File: src/rtl/object_vertical_counter_pkg.sv
`default_nettype none
// ============================================================================
//  Module      : pong_pkg
//  Description : Shared constants and helpers for the moving-object counters:
//                terminal count, vertical window threshold, parameter checks.
//  Revision    : 1.0 - initial release
// ============================================================================
package pong_pkg;

  // Terminal count of a WIDTH-bit up counter (all ones).
  function automatic int unsigned tc(input int unsigned width);
    return 32'((64'd1 << width) - 64'd1);
  endfunction

  // First count at which the object's vertical window opens.
  function automatic int unsigned win_lo(input int unsigned width,
                                         input int unsigned size);
    return 32'((64'd1 << width) - 64'(size));
  endfunction

  // Legal parameter set: reload narrower than the counter, height a power
  // of two, and no reload value can land inside the window.
  function automatic bit params_ok(input int unsigned width,
                                   input int unsigned mw,
                                   input int unsigned size);
    longint unsigned span;
    longint unsigned mspan;
    span  = 64'd1 << width;
    mspan = 64'd1 << mw;
    return (width >= 2) && (width <= 31) && (mw >= 1) && (mw < width) &&
           (size >= 1) && ((size & (size - 1)) == 0) &&
           (64'(size) <= span - mspan);
  endfunction

endpackage
`default_nettype wire

File: src/rtl/object_vertical_counter_sync_edge.sv
`default_nettype none
// ============================================================================
//  Module      : sync_edge
//  Description : Registered edge detector for a clk-synchronous level. The
//                previous-sample register resets to RESET_VAL so an input that
//                idles at that level produces no edge right after reset.
//  Revision    : 1.0 - initial release
// ============================================================================
module sync_edge #(
  parameter logic RESET_VAL = 1'b1,
  parameter bit   RISING    = 1'b1
) (
  input  logic clk,
  input  logic rst,
  input  logic i_d,
  output logic o_edge
);

  logic r_d;

  // Previous sample of the input level.
  always_ff @(posedge clk) begin
    if (rst) begin
      r_d <= RESET_VAL;
    end else begin
      r_d <= i_d;
    end
  end

  generate
    if (RISING) begin : g_rise
      assign o_edge = i_d & ~r_d;
    end else begin : g_fall
      assign o_edge = ~i_d & r_d;
    end
  endgenerate

endmodule
`default_nettype wire

File: src/rtl/object_vertical_counter.sv
`default_nettype none
// ============================================================================
//  Module      : object_vertical_counter
//  Description : Vertical line counter for one moving object. Counts _hsync
//                rises during active display, reloads from a motion value
//                latched at vblank entry, and decodes the vertical window.
//  Revision    : 1.0 - initial release
// ============================================================================
module object_vertical_counter
  import pong_pkg::*;
#(
  parameter int WIDTH = 8,
  parameter int MW    = 4,
  parameter int SIZE  = 4
) (
  input  logic             clk,
  input  logic             reset,
  input  logic             _hsync,
  input  logic             _vblank,
  input  logic             freeze,
  input  logic [MW-1:0]    motion,
  output logic [WIDTH-1:0] vpos,
  output logic             vball_tc,
  output logic             vvid,
  output logic             _vvid,
  output logic             wrap
);

  localparam logic [WIDTH-1:0] C_TC     = WIDTH'(tc(WIDTH));
  localparam logic [WIDTH-1:0] C_WIN_LO = WIDTH'(win_lo(WIDTH, SIZE));

  generate
    if (!params_ok(WIDTH, MW, SIZE)) begin : g_param_check
      $error("object_vertical_counter: illegal WIDTH/MW/SIZE combination");
    end
  endgenerate

  logic             w_hs_rise;
  logic             w_vb_fall;
  logic             w_step;
  logic [WIDTH-1:0] r_count;
  logic [MW-1:0]    r_motion_q;
  logic             r_wrap;

  sync_edge #(.RESET_VAL(1'b1), .RISING(1'b1)) u_hs_edge (
    .clk    (clk),
    .rst    (reset),
    .i_d    (_hsync),
    .o_edge (w_hs_rise)
  );

  sync_edge #(.RESET_VAL(1'b1), .RISING(1'b0)) u_vb_edge (
    .clk    (clk),
    .rst    (reset),
    .i_d    (_vblank),
    .o_edge (w_vb_fall)
  );

  // A line is counted only during active display and when not frozen.
  assign w_step = w_hs_rise & _vblank & ~freeze;

  // Count lines, reload from the frame's latched motion at terminal count.
  always_ff @(posedge clk) begin
    if (reset) begin
      r_count    <= '0;
      r_motion_q <= '0;
      r_wrap     <= 1'b0;
    end else begin
      r_wrap <= 1'b0;
      if (w_vb_fall) begin
        r_motion_q <= motion;
      end
      if (w_step) begin
        if (r_count == C_TC) begin
          r_count <= {{(WIDTH-MW){1'b0}}, r_motion_q};
          r_wrap  <= 1'b1;
        end else begin
          r_count <= r_count + 1'b1;
        end
      end
    end
  end

  assign vpos     = r_count;
  assign vball_tc = (r_count == C_TC);
  assign vvid     = (r_count >= C_WIN_LO);
  assign _vvid    = ~vvid;
  assign wrap     = r_wrap;

endmodule
`default_nettype wire
File: config.mk
export PLATFORM = sky130hd
export DESIGN_NAME = object_vertical_counter
export DESIGN_NICKNAME = d
export VERILOG_FILES = /design/src/rtl/object_vertical_counter_pkg.sv /design/src/rtl/object_vertical_counter_sync_edge.sv /design/src/rtl/object_vertical_counter.sv
export SDC_FILE = /design/constraint.sdc
export NUM_CORES = 1
export LEC_CHECK = 0
export BUFFER_PORTS_ARGS = -buffer_cell sky130_fd_sc_hd__buf_2
export CAP_MARGIN = 20
export CORE_ASPECT_RATIO = 1.2
export CORE_MARGIN = 10
export CORE_UTILIZATION = 40
export DETAILED_ROUTE_END_ITERATION = 12
export PLACE_DENSITY_LB_ADDON = 0.12
export SLEW_MARGIN = 20
export SYNTH_ARGS = -nofsm -noshare
export SYNTH_HDL_FRONTEND = slang
export SYNTH_SLANG_ARGS = --single-unit
File: constraint.sdc
create_clock -name clk -period 1.75 [get_ports clk]
set_input_delay 0.175 -clock clk [delete_from_list [all_inputs] [get_ports clk]]
set_output_delay 0.175 -clock clk [all_outputs]
set_load 0.02 [all_outputs]
==> impl_metrics.json <==
{
  "run_status": "finished, final reports clean",
  "viasPerCell": 5.432,
  "cts_max_level": 1,
  "ioPinCount": 21,
  "grt_pass1_vias": 548,
  "diodes": 0,
  "clk_pin_slew_ns": 0.09,
  "power_density_nw_per_um2": 711.6,
  "clock-sinks": 15,
  "p_sw_share_pct": 22.71,
  "fin_crit_sh_pct": 91.15,
  "path_max_fanout": 9,
  "fillCellCount": 173,
  "critPathArrivalTime_ns": 1.42,
  "synth-edff-count": 0,
  "worstSkewPairLatency_ns": 0.29,
  "clock_path_buffers": 2,
  "ir_drop_mv": 0.3366,
  "switching_power_w": 0.0001346,
  "syn_area_sq_um": 689.4,
  "slew_headroom_pct": 70.98,
  "vias": 603,
  "place_inst": 107,
  "maxCapViolCount": 0,
  "hold_class": "in -> reg",
  "grtUsageTotal_pct": 8.462,
  "synthFlopType": "dfxtp_1",
  "drtIter0Drc": 13,
  "routabilityCongestion": 0.7482,
  "tightest_slew_ns": 0.4344,
  "worst_ep_required_time_ns": 1.57,
  "timing.fmax_mhz": 626.9,
  "die-width_um": 57.90,
  "syn2layout_area_growth_pct": 20.87,
  "drc": 0,
  "hpwlAfterDp_mm": 1.187,
  "synth_nets": 81,
  "seqCellArea_sq_um": 301.5,
  "ys_async_sr_fraction_pct": 0,
  "yosysSeqAreaShare_pct": 43.56,
  "io_buffer_count": 20,
  "slew_violations": 0,
  "p_leak_nw": 0.3501,
  "hold_violations": 0,
  "clkPwrFrac_pct": 33.2,
  "syn_avg_cell_area_sq_um": 9.710,
  "multi_input_area_sq_um": 364.1,
  "die_h_um": 65.48,
  "ys_ff_latch": 15,
  "setup_viol": 0,
  "crit_chain": "ha_2 -> and4_4 -> buf_2",
  "slowest_delay_ns": 0.41,
  "grt_pass1_wl_mm": 2.573,
  "wl_mm": 1.567,
  "start_util_pct": 42.00,
  "synth_cell_type_count": 29,
  "rsz0062_at_grt": "false",
  "firstDrtPassIters": 5,
  "critPathLaunchType": "flop",
  "finalCriticalPeriod_ns": 1.595,
  "cts_tree": "done",
  "layout.nets": 104,
  "critPathSlowestCell": "dfxtp_2",
  "dieArea_sq_um": 3791,
  "antenna_found_initial": 0,
  "cts_root_buf": "clkbuf_4",
  "cts_hold_buf": 0,
  "tns_ns": 0,
  "syn_inst": 71,
  "final_antenna_net_count": 0,
  "critPathKind": "reg -> out",
  "drive_gt1_share_pct": 39.78,
  "cp-end-kind": "primary output",
  "p_seq_share_pct": 60.0,
  "internal-power_w": 0.0004583,
  "post_cts_buffers": 0,
  "numCtsBuffers": 3,
  "wl_per_cell_um": 14.12,
  "grt_max_degree": 16,
  "combPwrFrac_pct": 6.8,
  "yosysWarnings": 0,
  "clock_skew_ns": 0.003701,
  "overflow": 0,
  "final_cells": 111,
  "core_sq_um": 1642,
  "rows": 16
}
==> sequential cells by signal (all words and copies together) (netlist names) <==
name / flops
vpos: 8
r_motion_q: 4
u_hs_edge.r_d: 1
u_vb_edge.r_d: 1
wrap: 1
==> per-layer routing <==
metal / vias up / GRT usage (%) / share of wire (%)
met5: - / 0 / 0
met4: 0 / 6.176 / 2.8
met3: 5 / 3.077 / 8.2
met2: 21 / 11.83 / 44
met1: 275 / 10.28 / 45
li1: 302 / - / -
==> power groups by stage <==
stage / Clock (W) / Combinational, W / Sequential, W
after global routing: 0.000220 / 0.0000453 / 0.000357
after detailed placement: 0 / 0.0000403 / 0.000364
after global placement: 0 / 0.0000395 / 0.000363
final: 0.000197 / 0.0000403 / 0.000356
after CTS: 0.000206 / 0.0000406 / 0.000356
after floorplan: 0 / 0.0000232 / 0.000364
==> repair_timing <==
action | 4_1_cts | 5_1_grt
pin swaps | 0 | 0
endpoints found under the setup margin | 1 | 1
gates resized for setup | 1 | 1
==> logic make-up after synthesis <==
| logic type | synth area share [%] |
|---|---|
| simple gates | 31.58 |
| xor+xnor | 3.812 |
| mux | 7.260 |
| compound gates | 7.987 |
| fa+ha+maj | 1.815 |
| buf+inv | 3.992 |
| flops | 43.56 |
==> area by class of cell <==
class                           instances  share of cell area, %
Sequential cell                        15                  36.19
Multi-Input combinational cell         51                  43.69
Timing Repair Buffer                   22                  13.81
Tap cell                               18                  2.703
Inverter                                1                 0.4505
Clock buffer                            4                  3.153
==> cells in the mapped netlist, types with 2 or more instances <==
master | count | share of area [%]
nand3_1 | 5 | 3.6
and3_2 | 2 | 2.2
dfxtp_1 | 15 | 44
a21oi_1 | 4 | 2.9
mux2i_1 | 5 | 7.3
or3_1 | 2 | 1.8
or2_2 | 2 | 1.8
nand2_1 | 2 | 1.1
nor3_1 | 2 | 1.5
nor2_1 | 8 | 4.4
and4_4 | 2 | 3.3
nand4_1 | 3 | 2.7
xor2_1 | 2 | 2.5
clkbuf_1 | 2 | 1.1
==> worst paths after layout <==
| path | start | endpoint | slack, ns | cells past startpoint |
|---|---|---|---|---|
| worst max-delay path | vpos[0]$_SDFFE_PP0P_ | vball_tc | 0.15 | 3 |
| worst min-delay path | _hsync | u_hs_edge.r_d$_SDFF_PP1_ | 0.11 | 2 |
| worst max register to register | vpos[0]$_SDFFE_PP0P_ | vpos[1]$_SDFFE_PP0P_ | 0.36 | 4 |
| worst min register to register | r_motion_q[0]$_SDFFE_PP0P_ | vpos[0]$_SDFFE_PP0P_ | 0.50 | 2 |
==> layout by cell type, fill, tap and decap left out, drive strengths merged <==
cell type	count
nand4	3
nand2	2
or3	2
a41oi	1
and4	2
o31ai	1
and3b	1
nor3b	1
inv	1
dfxtp	15
xor2	2
nand3	5
buf	22
nor3	2
nor4	1
nor2	8
nand4bb	1
a211oi	1
xnor2	1
clkbuf	4
and4bb	1
nor2b	1
a31oi	1
a21oi	4
ha	1
or2	2
mux2i	5
and3	2
==> through the flow <==
step	hold slack (ns)	setup WS (ns)	cell area, sq um	power [W]	utilization [%]
3_5_place_dp	0.3955	0.2259	803.3	0.0004040	48.93
2_1_floorplan	0.2460	0.1399	689.4	0.0003868	-
5_1_grt	0.1050	0.05635	833.3	0.0006216	50.76
6_report	0.1067	0.1549	833.3	0.0005929	50.76
4_1_cts	0.1010	0.04558	832.0	0.0006021	50.69
3_3_place_gp	0.3894	0.2865	803.3	0.0004028	48.93
==> critical path: cells and delay by family, from the launching register on <==
family / cells / cell delay, ns
DFF: 1 / 0.41
and+or+nand+nor: 1 / 0.28
adders and majority gates: 1 / 0.27
buffers and inverters: 1 / 0.18
Power figures use the tool's default switching activity.
